**config.mk**
```make
export PLATFORM = sky130hd
export DESIGN_NAME = voice_allocator
export DESIGN_NICKNAME = d
export VERILOG_FILES = /design/src/rtl/voice_allocator.sv
export SDC_FILE = /design/constraint.sdc
export NUM_CORES = 1
export LEC_CHECK = 0
export CORE_MARGIN = 2
export CORE_UTILIZATION = 50
export CTS_BUF_LIST = sky130_fd_sc_hd__clkbuf_16
export DETAILED_ROUTE_END_ITERATION = 12
export HOLD_SLACK_MARGIN = 0.1
export PLACE_DENSITY = 0.73
export SKIP_CTS_REPAIR_TIMING = 1
export SYNTH_ARGS = -nofsm -noshare
export SYNTH_HDL_FRONTEND = slang
export SYNTH_SLANG_ARGS = --single-unit
```
**constraint.sdc**
```tcl
create_clock -name OSC_CLK -period 5.8 [get_ports OSC_CLK]
set_input_delay 0.58 -clock OSC_CLK [delete_from_list [all_inputs] [get_ports OSC_CLK]]
set_output_delay 0.58 -clock OSC_CLK [all_outputs]
set_load 0.02 [all_outputs]
```
**src/rtl/voice_allocator.sv**
```systemverilog
// voice_allocator: maps MIDI note events onto VOICES synth_engine voice slots.
// Each event walks IDLE -> LOOKUP -> ISSUE. The voice is chosen in LOOKUP.
// All engine-facing outputs are registered on the LOOKUP->ISSUE edge, so they
// are visible during the ISSUE cycle.
// Optional feature macro: VOICE_STEAL_EN. When it is defined and no voice is
// free, the oldest voice (LRU rank VOICES-1) is stolen. When it is undefined,
// such a note-on is dropped.
//
// ev_valid/ev_ready: an event transfers on a rising edge where both are 1.
// ev_on/ev_key/ev_vel must be stable while ev_valid is 1. ev_ready does not
// depend on ev_valid.
module voice_allocator #(
  parameter int VOICES  = 8,
  parameter int V_WIDTH = 3
) (
  input  logic               OSC_CLK,
  input  logic               reset_reg_N,
  input  logic               ev_valid,
  output logic               ev_ready,
  input  logic               ev_on,
  input  logic [7:0]         ev_key,
  input  logic [7:0]         ev_vel,
  input  logic               all_off,
  input  logic [VOICES-1:0]  voice_free,
  output logic [VOICES-1:0]  keys_on,
  output logic               note_on,
  output logic [V_WIDTH-1:0] cur_key_adr,
  output logic [7:0]         cur_key_val,
  output logic [7:0]         cur_vel_on,
  output logic [7:0]         cur_vel_off,
  output logic               voice_stolen,
  output logic [1:0]         fsm_state
);

  typedef enum logic [1:0] {IDLE = 2'd0, LOOKUP = 2'd1, ISSUE = 2'd2} state_t;

  localparam logic [V_WIDTH-1:0] OLDEST = V_WIDTH'(VOICES - 1);

  state_t             state;
  state_t             state_nxt;
  logic               lat_on;
  logic [7:0]         lat_key;
  logic [7:0]         lat_vel;
  logic [7:0]         key_tab [VOICES];
  logic [V_WIDTH-1:0] rank    [VOICES];

  logic               match_hit;
  logic [V_WIDTH-1:0] match_v;
  logic               free_hit;
  logic [V_WIDTH-1:0] free_v;
  logic               sel_hit;
  logic [V_WIDTH-1:0] sel_v;
  logic               sel_steal;
  logic               accept;

  assign accept = ev_valid && ev_ready;

  // Voice search. The scan runs from high to low, so the lowest index wins.
`ifdef VOICE_STEAL_EN
  logic [V_WIDTH-1:0] old_v;
  always_comb begin
    old_v = '0;
    for (int i = VOICES - 1; i >= 0; i--) begin
      if (rank[i] == OLDEST) old_v = V_WIDTH'(i);
    end
  end
`endif

  // Finds the lowest held voice with the latched key, and the lowest free voice.
  always_comb begin
    match_hit = 1'b0;
    match_v   = '0;
    free_hit  = 1'b0;
    free_v    = '0;
    for (int i = VOICES - 1; i >= 0; i--) begin
      if (keys_on[i] && key_tab[i] == lat_key) begin
        match_hit = 1'b1;
        match_v   = V_WIDTH'(i);
      end
      if (!keys_on[i] && voice_free[i]) begin
        free_hit = 1'b1;
        free_v   = V_WIDTH'(i);
      end
    end
  end

  // Selection priority: retrigger, then free voice, then steal (if enabled).
  // A note-off only ever matches a held voice.
  always_comb begin
    sel_hit   = 1'b0;
    sel_v     = '0;
    sel_steal = 1'b0;
    if (match_hit) begin
      sel_hit = 1'b1;
      sel_v   = match_v;
    end else if (lat_on && free_hit) begin
      sel_hit = 1'b1;
      sel_v   = free_v;
    end else if (lat_on) begin
`ifdef VOICE_STEAL_EN
      sel_hit   = 1'b1;
      sel_v     = old_v;
      sel_steal = 1'b1;
`endif
    end
  end

  // State register.
  always_ff @(posedge OSC_CLK) begin
    if (!reset_reg_N) state <= IDLE;
    else              state <= state_nxt;
  end

  // Next-state logic. all_off always forces the FSM back to IDLE.
  always_comb begin
    state_nxt = state;
    case (state)
      IDLE:    if (accept) state_nxt = LOOKUP;
      LOOKUP:  state_nxt = sel_hit ? ISSUE : IDLE;
      ISSUE:   state_nxt = IDLE;
      default: state_nxt = IDLE;
    endcase
    if (all_off) state_nxt = IDLE;
  end

  // FSM outputs: handshake ready and state visibility.
  always_comb begin
    ev_ready  = (state == IDLE) && !all_off;
    fsm_state = state;
  end

  // Datapath: event latch, voice tables, LRU ranks and engine outputs.
  always_ff @(posedge OSC_CLK) begin
    if (!reset_reg_N) begin
      lat_on      <= 1'b0;
      lat_key     <= '0;
      lat_vel     <= '0;
      keys_on     <= '0;
      note_on     <= 1'b0;
      cur_key_adr <= '0;
      cur_key_val <= '0;
      cur_vel_on  <= '0;
      cur_vel_off <= '0;
      for (int i = 0; i < VOICES; i++) begin
        key_tab[i] <= '0;
        rank[i]    <= V_WIDTH'(VOICES - 1 - i);
      end
    end else begin
      note_on <= 1'b0;
      if (all_off) begin
        keys_on <= '0;
      end else begin
        if (state == IDLE && accept) begin
          // A note-on with zero velocity is treated as a note-off.
          lat_on  <= ev_on && (ev_vel != 8'd0);
          lat_key <= ev_key;
          lat_vel <= ev_vel;
        end
        if (state == LOOKUP && sel_hit) begin
          cur_key_adr <= sel_v;
          cur_key_val <= lat_key;
          if (lat_on) begin
            note_on          <= 1'b1;
            cur_vel_on       <= lat_vel;
            keys_on[sel_v]   <= 1'b1;
            key_tab[sel_v]   <= lat_key;
            // Voices younger than the selected one age by one step. The
            // selected voice becomes the youngest. This keeps rank a permutation.
            for (int j = 0; j < VOICES; j++) begin
              if (rank[j] < rank[sel_v]) rank[j] <= rank[j] + V_WIDTH'(1);
            end
            rank[sel_v] <= '0;
          end else begin
            keys_on[sel_v] <= 1'b0;
            cur_vel_off    <= lat_vel;
          end
        end
      end
    end
  end

`ifdef VOICE_STEAL_EN
  // Steal strobe accompanies note_on for exactly one cycle.
  always_ff @(posedge OSC_CLK) begin
    if (!reset_reg_N) voice_stolen <= 1'b0;
    else              voice_stolen <= !all_off && state == LOOKUP && sel_hit && sel_steal;
  end
`else
  assign voice_stolen = 1'b0;
`endif

endmodule

```
==> results of run 1 <==
==> tightest hold or removal path: stages (launching register included) <==
cell	delay, ns
dfxtp_1	0.31
nand2_1	0.05
o21ai_0	0.06
==> routing by layer <==
metal | up-vias | global-route usage (%) | part of all wire, %
li1 | 1948 | - | -
met2 | 109 | 32.2 | 47
met4 | 0 | 10.7 | 3.9
met5 | - | 0 | 0
met1 | 1902 | 26.0 | 45
met3 | 34 | 4.97 | 4.9
==> sequential cells by signal (all words and copies together), names as in the netlist, named ones only <==
name	count
lat_on	1
cur_key_val	8
cur_vel_on	8
lat_vel	8
cur_vel_off	8
note_on	1
fsm_state	2
cur_key_adr	3
key_tab	64
lat_key	8
==> synthesized netlist by cell type, types with 3 or more instances <==
library cell	number	area, sq um
nor2_1	4	15.0
mux2i_1	22	220
nand3_1	19	95.1
and2_1	66	413
a21boi_0	18	135
o21ai_0	13	65.1
nand2_1	79	297
clkbuf_1	19	71.3
buf_4	4	30.0
nor2b_1	18	113
nand4_1	9	56.3
edfxtp_1	64	1920
buf_6	10	113
nand2b_1	13	81.3
nor4_1	4	25.0
or3_1	3	18.8
nor3_1	6	30.0
xnor2_1	60	526
nor3_4	4	65.1
and3_1	4	25.0
dfxtp_1	55	1100
xnor2_2	3	48.8
nor3b_4	4	75.1
nor3_2	4	40.0
==> cells in the final DEF (no fill, tap or decap), types with 6 or more instances in the layout <==
cell type / count
nand3_1: 19
nand2_1: 79
mux2i_1: 22
clkdlybuf4s50_1: 66
edfxtp_1: 64
nor2b_1: 18
a21boi_0: 18
dfxtp_1: 55
o21ai_0: 13
nand2b_1: 13
clkbuf_16: 18
nand4_1: 9
and2_1: 66
nor3_1: 6
xnor2_1: 60
==> worst paths after layout <==
kind                               start                     endpoint  slack (ns)  depth (start not counted)
min reg2reg  cur_vel_off[5]$_SDFFE_PN0P_  cur_vel_off[5]$_SDFFE_PN0P_        0.46                          2
max reg2reg      lat_key[5]$_SDFFE_PN0P_  key_tab[1][7]$_SDFFCE_PN0P_        1.76                          9
min          cur_vel_off[5]$_SDFFE_PN0P_  cur_vel_off[5]$_SDFFE_PN0P_        0.46                          2
max              lat_key[5]$_SDFFE_PN0P_  key_tab[1][7]$_SDFFCE_PN0P_        1.76                          9
==> logic make-up (layout without fill, tap and decap cells) <==
logic type	after synthesis	count (layout)	synth area share, %
buffers and inverters	39	103	4.06
AND/OR/NAND/NOR	245	245	24.4
other	1	1	0.0637
multiplexers	22	22	3.74
XOR/XNOR	64	64	10.0
AO/OA/AOI/OAI	51	51	6.39
flip-flops	119	119	51.3
==> cell type report <==
cell class                      count  area share [%]
Multi-Input combinational cell    383            37.1
Inverter                            3           0.159
Clock inverter                     14            1.61
Tap cell                          143            2.53
Timing Repair Buffer               68            9.51
Clock buffer                       18            6.36
Sequential cell                   119            42.7
==> where the power goes <==
| part | switching, mW | leakage [nW] | internal, mW |
|---|---|---|---|
| sequential | 0.0288 | 1.11 | 0.908 |
| clock | 0.358 | 0.296 | 0.643 |
| combinational | 0.0527 | 1.10 | 0.0551 |
| total | 0.439 | 2.50 | 1.61 |
==> stage by stage <==
stage	util [%]	setup WS [ns]	power (mW)	hold slack, ns	area [sq um]
after floorplan	-	2.82	1.02	0.448	5890
after global placement	56.8	1.87	1.06	0.446	6520
after detailed placement	56.8	1.79	1.06	0.453	6520
after CTS	61.7	1.78	2.06	0.460	7080
after global routing	61.7	1.51	2.11	0.475	7080
final	61.7	1.76	2.04	0.458	7080
==> out/qor.yml, run 1 <==
async_flop_share_pct: 0
synth-seq-cells: 119
crit_chain: "xnor2_1 > nand3_1 > nor4_4 > nor4_2 > a41o_1 > or2_1 > inv_2 > and3_1 > nand2b_1"
root_buffer: "clkbuf_16"
initial_core_util_pct: 51.4
vdd_drop_max_mv: 0.219
cp.arrival_ns: 4.12
required_ns: 5.88
cts_tree: "built"
register_area_sq_um: 3020
clockBufferDepth: 2
grt_usage_pct: 20.4
powerDensity_nw_per_um2: 289
final_cells: 748
path_class: "register to register"
max-slew-margin-rel_pct: 26.7
critPathLaunchType: "register"
leakage_nw: 2.50
setup_viol: 0
firstDrtPassIters: 4
syn_area_sq_um: 5890
synth_cell_types: 54
routedWlPerCell_microns: 16.3
routed_wl_microns: 12200
htreeDepth: 4
postRouteAntennaNets: 0
placed_cells: 716
drtIter0Drc: 209
crit_fanout: 18
yosys_warnings: 0
status: "finished clean"
multiInputGateArea_sq_um: 2630
ys_seq_area_share_pct: 51.3
finalCritPeriodShare_pct: 69.6
cts.sinks: 119
drive_gt1_share_pct: 9.59
area_delta_synth_final_pct: 20.2
worst_pin_slew_ns: 1.09
clock_latency_ns: 0.41
period_minus_slack_ns: 4.04
die_h_microns: 113
ys.flop_type: "edfxtp_1"
n_antenna_cell: 0
grt_pass1_vias: 4016
cap_violations: 0
drcViolationCount: 0
num-nets-final: 621
gp_congestion: 0.860
cp_top_family: "simple AND/OR/NAND/NOR gates"
min_path_type: "register to register"
vias_per_cell: 5.34
place_hpwl_microns: 8330
ios: 69
portBuffers: 67
clk_pin_slew_worst_paths_ns: 0.05
antenna_found_initial: 0
max_freq_mhz: 248
syn_inst: 541
num_rows: 39
grt_pass1_wl_microns: 20100
core_sq_um: 11500
cts_buffers: 17
syn_area_per_cell_sq_um: 10.9
die-area_sq_um: 12700
synth_nets: 570
critical-path-max-stage-delay_ns: 1.00
fin_tns_setup_ns: 0
num-fill-cells: 942
grt_max_degree: 70
fp.dieW_microns: 113
via_count: 3993
synth_edf_count: 64
grt_overflow: 0
finalHoldViolCount: 0
crit_path_top_delay_cell: "dfxtp_1"
end_kind: "register"
rsz0062_at_grt: "false"
skew_ns: 0.0104
path_buf_inv: 1
maxSlewViolCount: 0
No activity file was read; power rests on OpenSTA's default activity.
==> run 2: changes to the inputs <==
Clock period 5.8 ns to 3.8 ns, I/O delays scaled along.
==> run 2 against run 1 <==
Compared with the run above: hold slack better by 0.0033 ns; total power increased by 50%; routed wire length is 6.6% higher; clock skew shrank 0.0018 ns; first-iteration DRC count grew 36%; sequential power up 51%; utilization increased by 2.0 points; register-to-register slack got worse by 1.4 ns; count of clock-buffer cells in the layout increased by 1; sequential cell count is the same; critical path depth grew 1.
==> out/qor.yml, run 2 (synthesis gave the netlist of run 1 again) <==
status: "finished clean"
period_minus_slack_ns: 3.39
p_comb_share_pct: 6.8
routed_wl_microns: 13000
largest_register_ff_count: 64
max-slew-margin-rel_pct: 29.5
gp_congestion: 0.827
final_cells: 778
crit_fanout: 9
pre_cts_ws_ns: 0.410
antenna_found_initial: 0
max_freq_mhz: 295
max_flop_register: "key_tab"
rsz0062_at_grt: "false"
clock_latency_ns: 0.41
grt_pass1_wl_microns: 20700
drtIter0Drc: 284
vdd_drop_max_mv: 0.306
finalCritPeriodShare_pct: 89.2
most-common-layout-cells: "nand2_1, and2_1, clkdlybuf4s50_1"
firstDrtPassIters: 4
powerDensity_nw_per_um2: 419
grt_usage_pct: 21.3
layout_commonest_cell: "nand2_1"
end_kind: "register"
n_antenna_cell: 0
root_buffer: "clkbuf_16"
leakage_nw: 2.65
p_sw_share_pct: 22.5
place_hpwl_microns: 8930
routedWlPerCell_microns: 16.7
cap_violations: 0
required_ns: 3.87
clockBufferDepth: 2
internal-power_mw: 2.37
clk_pin_slew_worst_paths_ns: 0.05
cp.arrival_ns: 3.47
p_switching_mw: 0.688
cts_buffers: 17
cts.sinks: 119
area_delta_synth_final_pct: 24.2
grt_max_degree: 70
grt_pass1_vias: 4027
finalHoldViolCount: 0
fin_ws_ns: 0.409
skew_ns: 0.00858
setup_viol: 0
power_frac_clock_pct: 47.3
drive_gt1_share_pct: 13.5
min_path_type: "register to register"
fin_tns_setup_ns: 0
timing.hold.ws_ns: 0.461
p_seq_share_pct: 46.0
worst_pin_slew_ns: 1.05
grt_overflow: 0
path_class: "register to register"
finalPower_mw: 3.06
die_h_microns: 113
htreeDepth: 4
placed_cells: 746
via_count: 3998
initial_core_util_pct: 51.4
vias_per_cell: 5.14
portBuffers: 67
cts_tree: "built"
num-nets-final: 651
drcViolationCount: 0
fp.dieW_microns: 113
core_sq_um: 11500
die-area_sq_um: 12700
maxSlewViolCount: 0
critPathLaunchType: "register"
ios: 69
num_rows: 39
postRouteAntennaNets: 0
-- run 2: cell types whose count changed in the layout (fill, tap and decap cells not counted) --
| cell | previous run | this run |
|---|---|---|
| buf_4 | 1 | 28 |
| buf_12 | 0 | 3 |
| bufinv_16 | 2 | 0 |
| clkinv_2 | 5 | 3 |
| clkbuf_16 | 18 | 19 |
| clkinv_1 | 2 | 3 |
| clkinv_4 | 0 | 1 |
| inv_1 | 4 | 5 |
-- run 2: worst paths after layout --
path / from / to / slack, ns / depth (start not counted)
setup reg to reg: lat_key[7]$_SDFFE_PN0P_ / key_tab[1][0]$_SDFFCE_PN0P_ / 0.41 / 10
setup / recovery: lat_key[7]$_SDFFE_PN0P_ / key_tab[1][0]$_SDFFCE_PN0P_ / 0.41 / 10
hold / removal: cur_vel_off[5]$_SDFFE_PN0P_ / cur_vel_off[5]$_SDFFE_PN0P_ / 0.46 / 2
hold reg to reg: cur_vel_off[5]$_SDFFE_PN0P_ / cur_vel_off[5]$_SDFFE_PN0P_ / 0.46 / 2
-- run 2: power groups by stage --
stage / Clock, mW / Sequential [mW] / Combinational, mW
CTS: 1.46 / 1.41 / 0.208
global placement: 0 / 1.43 / 0.203
detailed placement: 0 / 1.43 / 0.206
floorplan: 0 / 1.43 / 0.137
global route: 1.52 / 1.41 / 0.226
finish: 1.45 / 1.41 / 0.207
-- run 2: final cells by class --
| class | instances | area [sq um] |
|---|---|---|
| inverter | 3 | 11.3 |
| tap | 143 | 179 |
| sequential | 119 | 3020 |
| fill | 902 | 4150 |
| clock buffer | 19 | 475 |
| clock inverter | 13 | 60.1 |
| multi-input combinational | 383 | 2630 |
| timing repair buffer | 98 | 936 |
-- run 2: metal layers --
layer | up-vias | global-route usage [%] | wire length [microns]
li1 | 2004 | - | -
met1 | 1891 | 29.2 | 6150
met2 | 83 | 32.5 | 5990
met3 | 20 | 6.10 | 583
met4 | 0 | 7.40 | 244
met5 | - | 0 | 0
-- run 2: per-stage QoR --
stage / utilization, % / instance area (sq um)
after floorplan: - / 5890
after global placement: 59.1 / 6780
after detailed placement: 59.1 / 6780
after CTS: 63.8 / 7310
after global routing: 63.8 / 7310
final: 63.8 / 7310
-- run 2: worst max-delay path: stages (launching register included) --
cell and delay [ns]:
dfxtp_1 0.55, buf_4 0.24, xnor2_1 0.13, nand3_1 0.13
nor4_4 0.40, nor4_2 0.16, a41o_1 0.26, or2_1 0.36
inv_2 0.11, and3_1 0.33, nand2b_1 0.38
==> run 3: changes to the inputs <==
Settings changed: CORE_MARGIN 2 to unset.
==> run 3 against run 2 <==
Compared with the run above: sequential power hardly changed; total power rose by 1.9%; non-clock buffer count is 11 lower; die area shrank 3.5%; utilization down 0.80 points; combinational power about the same; setup slack better by 0.10 ns; maximum frequency is 3.0% higher; critical path type unchanged; largest cell class unchanged.
==> out/qor.yml, run 3 (synthesis gave the netlist of run 1 again) <==
num_rows: 39
n_antenna_cell: 0
drcViolationCount: 0
clock_latency_ns: 0.41
vias_per_cell: 5.28
clockBufferDepth: 2
max_flop_register: "key_tab"
finalHoldViolCount: 0
core_sq_um: 11500
crit_fanout: 17
grt_max_degree: 70
grt_pass1_wl_microns: 21000
fin_tns_setup_ns: 0
powerDensity_nw_per_um2: 432
ios: 69
end_kind: "register"
worst_pin_slew_ns: 0.691
regToRegStartpoint: "lat_key[5]$_SDFFE_PN0P_"
gp_congestion: 0.829
cts.sinks: 119
reg2reg_depth: 9
via_count: 4050
status: "finished clean"
rsz0062_at_grt: "false"
area_delta_synth_final_pct: 22.6
min_path_type: "register to register"
timing.hold.ws_ns: 0.461
largest_register_ff_count: 64
leakage_nw: 2.57
required_ns: 3.87
maxSlewViolCount: 0
cp.arrival_ns: 3.36
max-slew-margin-rel_pct: 53.8
num-nets-final: 640
path_class: "register to register"
r2r_slack_ns: 0.51
portBuffers: 67
skew_ns: 0.00932
drtIter0Drc: 216
drive_gt1_share_pct: 12.5
fp.dieW_microns: 111
root_buffer: "clkbuf_16"
htreeDepth: 4
antenna_found_initial: 0
postRouteAntennaNets: 0
setup_viol: 0
routed_wl_microns: 12600
vdd_drop_max_mv: 0.472
routedWlPerCell_microns: 16.5
cts_buffers: 17
grt_usage_pct: 21.9
register_area_sq_um: 3020
whs_endpoint: "cur_vel_off[7]$_SDFFE_PN0P_"
die-area_sq_um: 12200
layout_commonest_cell: "nand2_1"
final_util_pct: 63.0
die_h_microns: 111
max_freq_mhz: 304
period_minus_slack_ns: 3.29
clk_pin_slew_worst_paths_ns: 0.05
num-fill-cells: 898
firstDrtPassIters: 4
cap_violations: 0
critPathLaunchType: "register"
min_from: "cur_vel_off[7]$_SDFFE_PN0P_"
cts_tree: "built"
initial_core_util_pct: 51.4
multiInputGateArea_sq_um: 2630
min_path_cells: 2
grt_pass1_vias: 4130
most-common-layout-cells: "nand2_1, and2_1, clkdlybuf4s50_1"
timing.rr.end: "key_tab[3][5]$_SDFFCE_PN0P_"
finalCritPeriodShare_pct: 86.6
place_hpwl_microns: 8530
grt_overflow: 0
-- run 3: cell type report --
class / instances / area share [%]
multi-input combinational: 383 / 36.4
clock inverter: 15 / 1.92
timing repair buffer: 87 / 11.3
tap: 143 / 2.48
sequential: 119 / 41.9
inverter: 3 / 0.156
clock buffer: 17 / 5.89
-- run 3: worst max path at each step --
stage / start / endpoint / slack [ns] / cells past startpoint
finish: lat_key[5]$_SDFFE_PN0P_ / key_tab[3][5]$_SDFFCE_PN0P_ / 0.51 / 9
global placement: voice_free[5] / key_tab[5][6]$_SDFFCE_PN0P_ / 0.47 / 9
global route: lat_key[2]$_SDFFE_PN0P_ / key_tab[3][5]$_SDFFCE_PN0P_ / 0.21 / 9
detailed placement: voice_free[5] / key_tab[3][0]$_SDFFCE_PN0P_ / 0.41 / 9
floorplan: lat_key[0]$_SDFFE_PN0P_ / key_tab[0][0]$_SDFFCE_PN0P_ / 0.91 / 10
CTS: lat_key[2]$_SDFFE_PN0P_ / key_tab[3][5]$_SDFFCE_PN0P_ / 0.50 / 9
-- run 3: metal layers --
| layer | vias up | global-route usage [%] | routed length [microns] |
|---|---|---|---|
| li1 | 1989 | - | - |
| met4 | 0 | 5.87 | 104 |
| met2 | 103 | 36.2 | 6320 |
| met5 | - | 0 | 0 |
| met1 | 1950 | 28.4 | 5670 |
| met3 | 8 | 5.82 | 538 |
-- run 3: critical path, stage by stage, from the launching register on --
cell and delay [ns]:
dfxtp_1 0.32, buf_4 0.27, xnor2_2 0.10, nand3_1 0.16, nor3_2 0.10, nor4_2 0.47, nand3_1 0.20, o22ai_4 0.52
nor3b_4 0.42, nand2b_1 0.37
-- run 3: where the power goes --
| part | switching, mW | total, mW | internal, mW |
|---|---|---|---|
| combinational | 0.111 | 0.204 | 0.0926 |
| sequential | 0.0175 | 1.40 | 1.38 |
| clock | 0.561 | 1.51 | 0.952 |
-- run 3: per-stage QoR --
step	worst slack (ns)	std cells	power, mW	cell area [sq um]
after floorplan	0.912	541	1.56	5890
after global placement	0.469	735	1.62	6660
after detailed placement	0.408	735	1.63	6660
after CTS	0.496	767	3.14	7220
after global routing	0.207	767	3.22	7220
final	0.509	767	3.12	7220
